### src/rtl/io_ctrl_pkg.sv
// Shared memory-mapped I/O definitions: register addresses, I/O page and read fill value.
package io_ctrl_pkg;

  localparam logic [15:0] ADDR_KEYDATA = 16'hFFF0;
  localparam logic [15:0] ADDR_SWDATA  = 16'hFFF2;
  localparam logic [15:0] ADDR_KEYSTAT = 16'hFFF4;
  localparam logic [15:0] ADDR_HEX     = 16'hFFF8;
  localparam logic [15:0] ADDR_LEDR    = 16'hFFFA;
  localparam logic [15:0] ADDR_LEDG    = 16'hFFFC;

  localparam logic [15:0] DOUT_FILL    = 16'hDEAD;
  localparam logic [11:0] IO_PAGE      = 12'hFFF;

  // True when a data-memory address falls in the I/O page.
  function automatic logic io_hit(input logic [15:0] addr);
    return addr[15:4] == IO_PAGE;
  endfunction

endpackage

### src/rtl/io_debounce.sv
// Two-flop synchronizer, tick-sampled history and debounced level for a bus of raw inputs.
module io_debounce #(
  parameter int unsigned      WIDTH       = 4,
  parameter int unsigned      DEB_SAMPLES = 4,
  parameter logic [WIDTH-1:0] RST_VAL     = '0
) (
  input  logic             clk_i,
  input  logic             rst_i,
  input  logic             tick_i,
  input  logic [WIDTH-1:0] raw_i,
  output logic [WIDTH-1:0] deb_o,
  output logic [WIDTH-1:0] fall_o
);

  logic [WIDTH-1:0] meta_q;
  logic [WIDTH-1:0] sync_q;
  logic [WIDTH-1:0] hist_q [DEB_SAMPLES];
  logic [WIDTH-1:0] deb_q;
  logic [WIDTH-1:0] deb_d;
  logic [WIDTH-1:0] all_hi;
  logic [WIDTH-1:0] all_lo;

  // Synchronize the asynchronous raw inputs into the clock domain.
  always_ff @(posedge clk_i or posedge rst_i) begin
    if (rst_i) begin
      meta_q <= RST_VAL;
      sync_q <= RST_VAL;
    end else begin
      meta_q <= raw_i;
      sync_q <= meta_q;
    end
  end

  // Shift the synchronized level into the history on every sample tick.
  always_ff @(posedge clk_i or posedge rst_i) begin
    if (rst_i) begin
      for (int unsigned i = 0; i < DEB_SAMPLES; i++) begin
        hist_q[i] <= RST_VAL;
      end
    end else if (tick_i) begin
      hist_q[0] <= sync_q;
      for (int unsigned i = 1; i < DEB_SAMPLES; i++) begin
        hist_q[i] <= hist_q[i-1];
      end
    end
  end

  // A bit moves only when every history entry agrees; otherwise it holds.
  always_comb begin
    all_hi = '1;
    all_lo = '1;
    for (int unsigned i = 0; i < DEB_SAMPLES; i++) begin
      all_hi = all_hi & hist_q[i];
      all_lo = all_lo & ~hist_q[i];
    end
    deb_d = (deb_q | all_hi) & ~all_lo;
  end

  // Debounced level register.
  always_ff @(posedge clk_i or posedge rst_i) begin
    if (rst_i) begin
      deb_q <= RST_VAL;
    end else begin
      deb_q <= deb_d;
    end
  end

  assign deb_o  = deb_q;
  // Falling edge seen one cycle early so event logic can act on the same edge as deb_q.
  assign fall_o = deb_q & ~deb_d;

endmodule

### src/rtl/io_ctrl.sv
// Memory-mapped I/O block: debounced keys/switches, key event status, HEX and LED registers.
module io_ctrl
  import io_ctrl_pkg::*;
#(
  parameter int unsigned TICK_CYCLES = 16'd50000,
  parameter int unsigned DEB_SAMPLES = 4
) (
  input  logic        CLK,
  input  logic        RST,
  input  logic [15:0] ADDR,
  input  logic [15:0] DIN,
  input  logic        WE,
  output logic [15:0] DOUT,
  output logic        HIT,
  input  logic [3:0]  KEY,
  input  logic [9:0]  SW,
  output logic [15:0] HEX,
  output logic [9:0]  LEDR,
  output logic [7:0]  LEDG
);

  logic [15:0] tick_cnt_q, tick_cnt_d;
  logic        tick;
  logic [7:0]  keystat_q, keystat_d;
  logic [15:0] hex_q, hex_d;
  logic [9:0]  ledr_q, ledr_d;
  logic [7:0]  ledg_q, ledg_d;
  logic [3:0]  key_deb, key_fall;
  logic [9:0]  sw_deb;
  // Switches carry no event status, so their edge output is intentionally dropped.
  logic [9:0]  sw_fall_unused;

  assign tick = (tick_cnt_q == 16'(TICK_CYCLES - 1));
  assign HIT  = io_hit(ADDR);

  io_debounce #(
    .WIDTH       (4),
    .DEB_SAMPLES (DEB_SAMPLES),
    .RST_VAL     (4'hF)
  ) u_key_deb (
    .clk_i  (CLK),
    .rst_i  (RST),
    .tick_i (tick),
    .raw_i  (KEY),
    .deb_o  (key_deb),
    .fall_o (key_fall)
  );

  io_debounce #(
    .WIDTH       (10),
    .DEB_SAMPLES (DEB_SAMPLES),
    .RST_VAL     (10'h000)
  ) u_sw_deb (
    .clk_i  (CLK),
    .rst_i  (RST),
    .tick_i (tick),
    .raw_i  (SW),
    .deb_o  (sw_deb),
    .fall_o (sw_fall_unused)
  );

  // Next-state for tick counter, key status (W1C then press set) and output registers.
  always_comb begin
    tick_cnt_d = tick ? '0 : tick_cnt_q + 16'd1;
    keystat_d  = keystat_q;
    hex_d      = hex_q;
    ledr_d     = ledr_q;
    ledg_d     = ledg_q;
    if (WE) begin
      case (ADDR)
        ADDR_KEYSTAT: keystat_d = keystat_q & ~DIN[7:0];
        ADDR_HEX:     hex_d     = DIN;
        ADDR_LEDR:    ledr_d    = DIN[9:0];
        ADDR_LEDG:    ledg_d    = DIN[7:0];
        default:      ;
      endcase
    end
    // Press applied after the clear so a simultaneous press wins.
    for (int unsigned i = 0; i < 4; i++) begin
      if (key_fall[i]) begin
        if (keystat_q[i]) begin
          keystat_d[4+i] = 1'b1;
        end
        keystat_d[i] = 1'b1;
      end
    end
  end

  // State registers.
  always_ff @(posedge CLK or posedge RST) begin
    if (RST) begin
      tick_cnt_q <= '0;
      keystat_q  <= '0;
      hex_q      <= '0;
      ledr_q     <= '0;
      ledg_q     <= '0;
    end else begin
      tick_cnt_q <= tick_cnt_d;
      keystat_q  <= keystat_d;
      hex_q      <= hex_d;
      ledr_q     <= ledr_d;
      ledg_q     <= ledg_d;
    end
  end

  // Load data mux; anything outside the register map reads the fill value.
  always_comb begin
    case (ADDR)
      ADDR_KEYDATA: DOUT = {12'h000, key_deb};
      ADDR_SWDATA:  DOUT = {6'h00, sw_deb};
      ADDR_KEYSTAT: DOUT = {8'h00, keystat_q};
      ADDR_HEX:     DOUT = hex_q;
      ADDR_LEDR:    DOUT = {6'h00, ledr_q};
      ADDR_LEDG:    DOUT = {8'h00, ledg_q};
      default:      DOUT = DOUT_FILL;
    endcase
  end

  assign HEX  = hex_q;
  assign LEDR = ledr_q;
  assign LEDG = ledg_q;

endmodule

### config.mk
export PLATFORM = sky130hd
export DESIGN_NAME = io_ctrl
export DESIGN_NICKNAME = d
export VERILOG_FILES = /design/src/rtl/io_ctrl_pkg.sv /design/src/rtl/io_debounce.sv /design/src/rtl/io_ctrl.sv
export SDC_FILE = /design/constraint.sdc
export NUM_CORES = 1
export LEC_CHECK = 0
export CORE_ASPECT_RATIO = 0.8
export CORE_MARGIN = 5
export CORE_UTILIZATION = 35
export DETAILED_ROUTE_END_ITERATION = 8
export GPL_ROUTABILITY_DRIVEN = 0
export GPL_TIMING_DRIVEN = 0
export SYNTH_ARGS = -nofsm -noshare
export SYNTH_HDL_FRONTEND = slang
export SYNTH_SLANG_ARGS = --single-unit
### constraint.sdc
create_clock -name CLK -period 5.5 [get_ports CLK]
set_input_delay 1.1 -clock CLK [delete_from_list [all_inputs] [get_ports CLK]]
set_output_delay 1.1 -clock CLK [all_outputs]
set_load 0.05 [all_outputs]
==> results of run 1 <==
==> state kept, by name, indices dropped and copies added (netlist names) <==
register,count
tick_cnt_q,16
u_key_deb.meta_q,4
u_key_deb.hist_q,16
u_sw_deb.deb_o,10
LEDG,8
keystat_q,8
u_sw_deb.sync_q,10
u_key_deb.sync_q,4
u_sw_deb.meta_q,10
u_key_deb.deb_o,4
HEX,16
LEDR,10
u_sw_deb.hist_q,40
==> report_power, final <==
part / internal [W] / switching (W) / leakage [nW]
sequential: 0.00116 / 0.00000276 / 2.02
combinational: 0.0000362 / 0.0000437 / 1.37
clock: 0.000813 / 0.000459 / 0.322
==> final timing paths <==
check | start | to | slack (ns) | cells past startpoint
max | ADDR[14] | DOUT[6] | 0.15 | 7
min | u_sw_deb.meta_q[4] | u_sw_deb.sync_q[4] | 0.35 | 0
max reg2reg | tick_cnt_q[0] | u_sw_deb.hist_q[21] | 3.07 | 6
min reg2reg | u_sw_deb.meta_q[4] | u_sw_deb.sync_q[4] | 0.35 | 0
max in group asynchronous | RST | u_key_deb.deb_o[1] | 3.44 | 3
min in group asynchronous | RST | tick_cnt_q[7] | 1.17 | 2
==> per-stage QoR <==
stage	total power (W)	cells	worst slack [ns]	TNS (ns)
after floorplan	0.00122	482	0.240	0
after global placement	0.00126	806	-1.73	-223.60
after detailed placement	0.00127	807	0.142	0
after CTS	0.00255	839	0.138	0
after global routing	0.00260	839	0.0746	0
final	0.00252	839	0.153	0
==> kinds of logic (layout without fill, tap and decap cells) <==
family,after synthesis,after routing,share of synthesized area (%)
xor+xnor,10,10,1.36
buf+inv,28,155,2.09
fa+ha+maj,1,1,0.194
simple gates,129,129,11.8
mux,99,99,17.4
flops,156,156,60.9
compound gates,59,59,6.21
==> worst reg2reg max path, cell delays in order (launching register included) <==
cell and delay, ns:
dfrtp_1 0.41, ha_1 0.24, nand3_1 0.23, nand4b_1 0.20
clkbuf_1 0.45, buf_2 0.41, mux2_2 0.38
==> metal layers <==
metal | vias up | global-route usage, % | share of wire [%]
met5 | - | 0 | 0
met4 | 0 | 5.26 | 1.5
met3 | 20 | 5.60 | 6.8
met2 | 129 | 22.6 | 46
met1 | 2213 | 19.8 | 46
li1 | 1997 | - | -
==> cells in the final DEF (no fill, tap or decap), drive strengths merged, types with 10 or more instances in the layout <==
cell type,count
a21oi,11
a31oi,12
buf,17
clkbuf,28
clkdlybuf4s50,94
dfrtp,128
dfstp,28
mux2,89
nand2,29
nand3,16
nor2,20
o21ai,10
or3,13
==> area by class of cell <==
cell class | instances | area share, %
Sequential cell | 156 | 47.0
Multi-Input combinational cell | 298 | 28.5
Timing Repair Buffer | 95 | 11.5
Clock buffer | 25 | 6.80
Tap cell | 230 | 3.43
Buffer | 19 | 1.21
Clock inverter | 7 | 1.12
Inverter | 9 | 0.462
==> impl_metrics.py, run 1 <==
metrics = {
    "outcome": {
        "status": "complete, no violations",
    },
    "timing": {
        "fmax_mhz": 187,
        "hold_slack_ns": 0.346,
        "rsz0062_at_grt": "no",
        "min_period_ns": 5.35,
        "clock_skew_ns": 0.0124,
        "finalSetupViolCount": 0,
        "maxSlewHeadroom_pct": 31.8,
        "post-route-period-util_pct": 97.2,
        "tightest_slew_ns": 1.01,
        "slew_viol_final": 0,
        "finalHoldViolCount": 0,
    },
    "critical_path": {
        "crit_path_start_kind": "input port",
        "cp.required_ns": 4.40,
        "critPathMostFrequentCell": "clkdlybuf4s50_1",
        "path_cells": "clkdlybuf4s50_1, nand4_1, buf_2, nor4_1, a22oi_1, o211ai_1, clkdlybuf4s50_1",
        "path_delay_family": "buffers and inverters",
        "max_stage_delay_ns": 0.88,
        "cp_slowest_cell": "clkdlybuf4s50_1",
        "endpoint_kind": "output pin",
        "crit_type": "input port to output pin",
        "cp_data_arrival_time_ns": 4.25,
        "crit_fanout": 10,
        "worst-path-buf-inv": 3,
    },
    "cells_and_area": {
        "ff_latch_area_um2": 3940,
        "diodes": 0,
        "multi_input_area_um2": 2390,
        "nets": 646,
        "final_util_pct": 46.2,
        "fin_area_um2": 8390,
        "layout-drive-gt1-share_pct": 28.4,
        "fillers": 1615,
        "synthToLayoutAreaGrowth_pct": 29.8,
    },
    "yosys": {
        "ys_top_cells_by_count": "128 x dfrtp_1, 89 x mux2_2, 29 x nand2_1",
        "yosys.cell_count.top_type": "dfrtp_1",
        "synth_enable_flop_cells": 0,
        "ys_seq_area_share_pct": 60.9,
        "postSynthNetCount": 532,
        "netlist.top_cell.by_area": "dfrtp_1",
        "ys_types": 50,
        "synthTopCellsByArea": "dfrtp_1 50%, mux2_2 16%, dfstp_2 11%, nand2_1 1.7%, or3_1 1.3%",
        "synth-seq-cells": 156,
        "netlist_area_um2": 6460,
        "yosysWarnings": 0,
        "async_flop_share_pct": 100,
        "synth.avg_cell_area_um2": 13.4,
        "synth_top_flop_cell": "dfrtp_1",
        "yosys.area.top_type_share_pct": 49.6,
        "synthCells": 482,
    },
    "power_and_ir_drop": {
        "ir_drop_v": 0.000212,
        "power.density_nw_per_um2": 300,
        "p_leak_nw": 3.71,
    },
    "floorplanning": {
        "die_area_um2": 21300,
        "die_y_um": 132,
        "core_region_area_um2": 18200,
        "dieWidth_um": 162,
        "start_util_pct": 35.6,
        "core.rowCount": 44,
        "ios": 100,
    },
    "placed_design": {
        "place_hpwl_um": 11000,
        "placed_area_um2": 7720,
        "numPortBuffers": 94,
    },
    "drt": {
        "drt_first_pass_iters": 5,
        "first_iter_violations": 202,
        "vias_per_cell": 5.20,
        "drc": 0,
        "wl_um": 15600,
        "ant_nets": 0,
        "detail_route.wl_per_cell_um": 18.6,
        "vias": 4359,
    },
    "clock_network": {
        "path_clk_slew_ns": 0.06,
        "cts_tree": "done",
        "htreeDepth": 4,
        "clock_path_buffers": 2,
        "ctsResizeCount": 0,
        "cts_buffers": 17,
        "cts_setup_buffers": 0,
        "insertion_delay_ns": 0.43,
        "hold_buffers": 0,
        "clockRootBuffer": "clkbuf_16",
        "cts.sinks": 156,
    },
    "grt": {
        "antenna_found_initial": 0,
        "grt_max_degree": 82,
        "grt_pass1_vias": 4501,
        "grt.total_usage_pct": 15.0,
        "grt_first_pass_wirelength_um": 24800,
        "grt_overflow": 0,
    },
    "worst_hold_path": {
        "min-delay-path-class": "flip-flop to flip-flop",
    },
    "run": {
        "drv_cap": 0,
    },
}
(Power assumes the default switching activity.)
==> inputs of run 2 (changes only) <==
clock period = 6.1 ns   (was 5.5 ns; I/O delays follow)
==> results of run 2 <==
Same layout as run 1 (identical final DEF). Status: complete, no violations.
Among the figures that moved: setup slack after placement 0.142 ns -> 0.502 ns; setup slack after layout 0.153 ns -> 0.513 ns; register-to-register setup slack 3.07 ns -> 3.67 ns; total power 0.00252 W -> 0.00227 W; worst IR drop on VDD 0.000212 V -> 0.000191 V
==> inputs of run 3 (changes only) <==
ABC_AREA = 1   (was default)
CTS_BUF_LIST = sky130_fd_sc_hd__clkbuf_8   (was default)
==> run 3 against run 2 <==
Register-to-register slack improved by 0.41 ns. Synthesized cell count up 60%. Design area is 0.34% higher. Clock skew barely moved. Area after synthesis grew 3.6%. Flip-flop and latch count unchanged. Worst setup slack better by 0.45 ns. Hold slack gained 0.0063 ns. Utilization fell by 1.7 points. Non-clock buffer count rose by 7. Critical path type unchanged. Highest routed layer unchanged.
==> impl_metrics.py, run 3 <==
metrics = {
    "clock_network": {
        "clock_path_buffers": 2,
        "cts_buffers": 17,
        "ctsResizeCount": 0,
        "cts.sinks": 156,
        "hold_buffers": 0,
        "htreeDepth": 4,
        "insertion_delay_ns": 0.44,
        "cts_tree": "done",
        "clockRootBuffer": "clkbuf_8",
        "cts_setup_buffers": 0,
        "path_clk_slew_ns": 0.08,
    },
    "critical_path": {
        "worst-path-buf-inv": 5,
        "crit_fanout": 10,
        "endpoint_kind": "output pin",
        "path_delay_family": "buffers and inverters",
        "path_cells": "clkdlybuf4s50_1, nand2_1, nor2_2, inv_1, nor2_4, buf_1, nand3_1, nand2_1, inv_1, nand3_1, clkdlybuf4s50_1",
        "cp.required_ns": 4.88,
        "crit_path_start_kind": "input port",
        "cp_slowest_cell": "clkdlybuf4s50_1",
        "cp_data_arrival_time_ns": 3.91,
        "crit_type": "input port to output pin",
        "max_stage_delay_ns": 0.83,
    },
    "yosys": {
        "synth.avg_cell_area_um2": 8.66,
        "synthTopCellsByArea": "dfrtp_1 48%, nand2_1 14%, dfstp_2 11%, nand3_1 5.5%, inv_1 5.1%",
        "yosysWarnings": 0,
        "ys_types": 31,
        "ys_top_cells_by_count": "244 x nand2_1, 128 x dfrtp_1, 91 x inv_1",
        "synth_enable_flop_cells": 0,
        "async_flop_share_pct": 100,
        "synth-seq-cells": 156,
        "yosys.cell_count.top_type": "nand2_1",
        "ys_seq_area_share_pct": 58.8,
        "netlist.top_cell.by_area": "dfrtp_1",
        "netlist_area_um2": 6700,
        "yosys.area.top_type_share_pct": 47.8,
        "synthCells": 773,
        "synth_top_flop_cell": "dfrtp_1",
        "postSynthNetCount": 823,
    },
    "timing": {
        "maxSlewHeadroom_pct": 49.5,
        "fmax_mhz": 195,
        "setup_tns_ns": 0,
        "finalSetupViolCount": 0,
        "post-route-period-util_pct": 84.1,
        "finalHoldViolCount": 0,
        "finalWorstSetupSlack_ns": 0.967,
        "tightest_slew_ns": 0.752,
        "rsz0062_at_grt": "no",
        "clock_skew_ns": 0.0127,
        "slew_viol_final": 0,
        "hold_slack_ns": 0.353,
        "min_period_ns": 5.13,
    },
    "cells_and_area": {
        "final_cell_mix": "244 x nand2_1, 128 x dfrtp_1, 98 x clkdlybuf4s50_1",
        "layout-drive-gt1-share_pct": 9.85,
        "fin_area_um2": 8420,
        "largest_reg_flops": 40,
        "final_common_cell": "nand2_1",
        "final_util_pct": 44.5,
        "diodes": 0,
        "nets": 941,
        "largest_register": "u_sw_deb.hist_q",
        "synthToLayoutAreaGrowth_pct": 25.7,
    },
    "drt": {
        "ant_nets": 0,
        "drc": 0,
        "detail_route.wl_per_cell_um": 14.5,
        "wl_um": 16800,
        "drt_first_pass_iters": 5,
        "vias_per_cell": 4.62,
        "vias": 5373,
        "first_iter_violations": 398,
    },
    "worst_hold_path": {
        "min-delay-path-class": "flip-flop to flip-flop",
    },
    "placed_design": {
        "dp_slack_ns": 1.03,
        "numPortBuffers": 98,
        "placed_area_um2": 8040,
        "place_hpwl_um": 12100,
    },
    "grt": {
        "antenna_found_initial": 0,
        "grt_first_pass_wirelength_um": 27800,
        "grt.total_usage_pct": 15.9,
        "grt_overflow": 0,
        "grt_max_degree": 131,
        "grt_pass1_vias": 5404,
    },
    "outcome": {
        "status": "complete, no violations",
    },
    "floorplanning": {
        "core_region_area_um2": 18900,
        "ios": 100,
        "start_util_pct": 35.4,
        "die_area_um2": 22000,
        "dieWidth_um": 165,
        "core.rowCount": 45,
        "die_y_um": 134,
    },
    "power_and_ir_drop": {
        "power.density_nw_per_um2": 221,
        "ir_drop_v": 0.000139,
        "p_leak_nw": 3.85,
    },
    "run": {
        "drv_cap": 0,
    },
}
==> run 3: metal layers <==
| layer | global-route usage (%) | part of all wire, % |
|---|---|---|
| met5 | 0 | 0 |
| met4 | 4.25 | 1.3 |
| met3 | 3.90 | 5.3 |
| met1 | 22.9 | 49 |
| met2 | 24.1 | 45 |
==> run 3: worst paths after layout <==
kind	slack, ns	start	endpoint	depth (start not counted)
max	0.97	ADDR[5]	DOUT[7]	11
max reg2reg	4.08	tick_cnt_q[0]	u_key_deb.hist_q[6]	8
max in group asynchronous	4.09	RST	u_sw_deb.hist_q[16]	3
min reg2reg	0.35	u_sw_deb.meta_q[8]	u_sw_deb.sync_q[8]	0
min in group asynchronous	1.11	RST	tick_cnt_q[1]	2
min	0.35	u_sw_deb.meta_q[8]	u_sw_deb.sync_q[8]	0
==> run 3: final cells by class <==
cell class / instances / area (um^2)
Buffer: 22 / 125
Clock buffer: 19 / 262
Clock inverter: 13 / 119
Fill cell: 1879 / 10500
Inverter: 92 / 353
Multi-Input combinational cell: 503 / 2290
Sequential cell: 156 / 3940
Tap cell: 258 / 323
Timing Repair Buffer: 99 / 1010
==> run 3: kinds of logic after synthesis <==
family	Yosys count	share of synthesized area, %
AO/OA/AOI/OAI	93	7.70
XOR/XNOR	10	1.31
adder cells (fa/ha/maj)	1	0.187
buffers and inverters	114	7.02
flip-flops	156	58.8
AND/OR/NAND/NOR	399	25.0
==> run 3: report_power, final <==
part / switching (W) / internal (W)
clock network: 0.000398 / 0.000345
logic: 0.0000368 / 0.0000307
registers: 0.00000285 / 0.00105
==> run 3: through the flow <==
stage	cells	power [W]
after global routing	1162	0.00193
after floorplan	773	0.00109
after global placement	1129	0.00113
after detailed placement	1130	0.00114
final	1162	0.00186
after CTS	1162	0.00188
==> RTL change: new RTL, settings of run 2 <==
Add an input register stage for `DIN`; this delays it by one clock. The other inputs are not delayed to match.
--- a/src/rtl/io_ctrl.sv
+++ b/src/rtl/io_ctrl.sv
@@ -18,6 +18,12 @@
   output logic [9:0]  LEDR,
   output logic [7:0]  LEDG
 );
+
+  logic [15:0] DIN_q;
+
+  always_ff @(posedge CLK) begin
+    DIN_q <= DIN;
+  end
 
   logic [15:0] tick_cnt_q, tick_cnt_d;
   logic        tick;
@@ -68,10 +74,10 @@
     ledg_d     = ledg_q;
     if (WE) begin
       case (ADDR)
-        ADDR_KEYSTAT: keystat_d = keystat_q & ~DIN[7:0];
-        ADDR_HEX:     hex_d     = DIN;
-        ADDR_LEDR:    ledr_d    = DIN[9:0];
-        ADDR_LEDG:    ledg_d    = DIN[7:0];
+        ADDR_KEYSTAT: keystat_d = keystat_q & ~DIN_q[7:0];
+        ADDR_HEX:     hex_d     = DIN_q;
+        ADDR_LEDR:    ledr_d    = DIN_q[9:0];
+        ADDR_LEDG:    ledg_d    = DIN_q[7:0];
         default:      ;
       endcase
     end
Function: changed (Yosys sat finds a counterexample within 4 cycles, from zero or initial values and one cycle with RST high).
==> RTL change against run 2 <==
Total power increased by 2.9%. Wire length rose by 7.4%. Worst setup slack got worse by 0.12 ns. Core utilization shrank 0.37 points. Sequential cell count rose by 16. Area after synthesis rose by 4.9%. Critical path depth decreased by 1. Final area rose by 3.9%.
==> RTL change: results (changes against run 2) <==
| Metric | Value |
|---|---|
| Fill cells | 1759 (was 1615) |
| Slowest-stage cell, CP | nor4b_2 (was clkdlybuf4s50_1) |
| Vias in the first global route | 5022 (was 4501) |
| Synth area leaders | dfrtp_1 (47%), dfstp_2 (11%), nand2_1 (11%) (was dfrtp_1 (50%), mux2_2 (16%), dfstp_2 (11%)) |
| Via-to-Cell Ratio | 4.98 (was 5.20) |
| R2R Path End | u_sw_deb.hist_q[24] (was u_sw_deb.hist_q[21]) |
| Largest stage delay, worst path | 0.98 ns (was 0.88 ns) |
| Crit-path max FO | 8 (was 10) |
| Final worst slack | 0.394 ns (was 0.513 ns) |
| Clk_skew | 0.00588 ns (was 0.0124 ns) |
| Worst VDD drop | 0.000154 V (was 0.000191 V) |
| WL per Instance | 17.0 µm (was 18.6 µm) |
| Library cells used by synthesis | 51 (was 50) |
| WP data arrival | 4.49 ns (was 4.37 ns) |
| Reg2Reg Depth | 7 (was 6) |
| Synthesized net count | 648 (was 532) |
| Cell family with most CP delay | simple AND/OR/NAND/NOR gates (was buffers and inverters) |
| Outcome | finished clean (unchanged) |
| Vias | 4913 (was 4359) |
| Placed Area | 0.00812 mm² (was 0.00772 mm²) |
| Final nets | 766 (was 646) |
| Total Routing Usage GR | 0.155 (was 0.150) |
| Dpl ws | 0.291 ns (was 0.502 ns) |
| Register area share after synthesis | 0.628 (was 0.609) |
| Most frequent cell after synthesis | nand2_1 (was dfrtp_1) |
| Slew headroom | 0.226 (was 0.318) |
| Largest net degree at the start of global routing | 106 (was 82) |
| Worst Hold Path EP | u_sw_deb.sync_q[7] (was u_sw_deb.sync_q[4]) |
| Post-synth top cells | nand2_1 (194), dfrtp_1 (128), mux2_2 (34) (was dfrtp_1 (128), mux2_2 (89), nand2_1 (29)) |
| Initial DRC Count | 420 (was 202) |
## RTL change: how the worst max path moves through the flow
stage	from	endpoint	depth (start not counted)
6_report	ADDR[0]	DOUT[0]	6
5_1_grt	ADDR[1]	DOUT[3]	6
4_1_cts	ADDR[0]	DOUT[3]	6
2_1_floorplan	RST	HEX[0]	1
3_5_place_dp	ADDR[0]	DOUT[3]	6
3_3_place_gp	RST	u_sw_deb.meta_q[9]	2
## RTL change: metrics by stage
| stage | power (mW) | utilization | setup TNS (ns) |
|---|---|---|---|
| 3_3_place_gp | 1.25 | 0.425 | -160.09 |
| 4_1_cts | 2.36 | 0.458 | 0 |
| 3_5_place_dp | 1.25 | 0.426 | 0 |
| 2_1_floorplan | 1.21 | - | 0 |
| 5_1_grt | 2.41 | 0.458 | 0 |
| 6_report | 2.33 | 0.458 | 0 |
## RTL change: final cells by class
type	count	area, µm²	area share
plain buffers	19	98.8	0.0113
clock inverters	12	163	0.0187
clock buffers	20	437	0.0501
well taps	258	323	0.0370
repair buffers	99	1010	0.116
inverters	4	20.0	0.00230
flip-flops and latches	172	4260	0.489
multi-input cells	403	2410	0.276
## RTL change: routing by layer
| layer | vias to the layer above | track usage | part of all wire |
|---|---|---|---|
| met2 | 161 | 0.241 | 0.46 |
| met4 | 0 | 0.0513 | 0.017 |
| met5 | - | 0 | 0 |
| li1 | 2312 | - | - |
| met1 | 2422 | 0.211 | 0.46 |
| met3 | 18 | 0.0445 | 0.064 |
## RTL change: cell families (layout without fill, tap and decap cells)
logic type / Yosys count / in the layout / synth area share
compound gates: 60 / 60 / 0.0624
xor+xnor: 11 / 11 / 0.0142
fa+ha+maj: 1 / 1 / 0.00185
buf+inv: 23 / 154 / 0.0168
flops: 172 / 172 / 0.628
mux: 35 / 35 / 0.0579
simple gates: 296 / 296 / 0.219
## RTL change: where the power goes
part / switching [mW] / internal, mW
logic: 0.0346 / 0.0329
registers: 0.00665 / 1.16
clock network: 0.453 / 0.651
total: 0.494 / 1.84
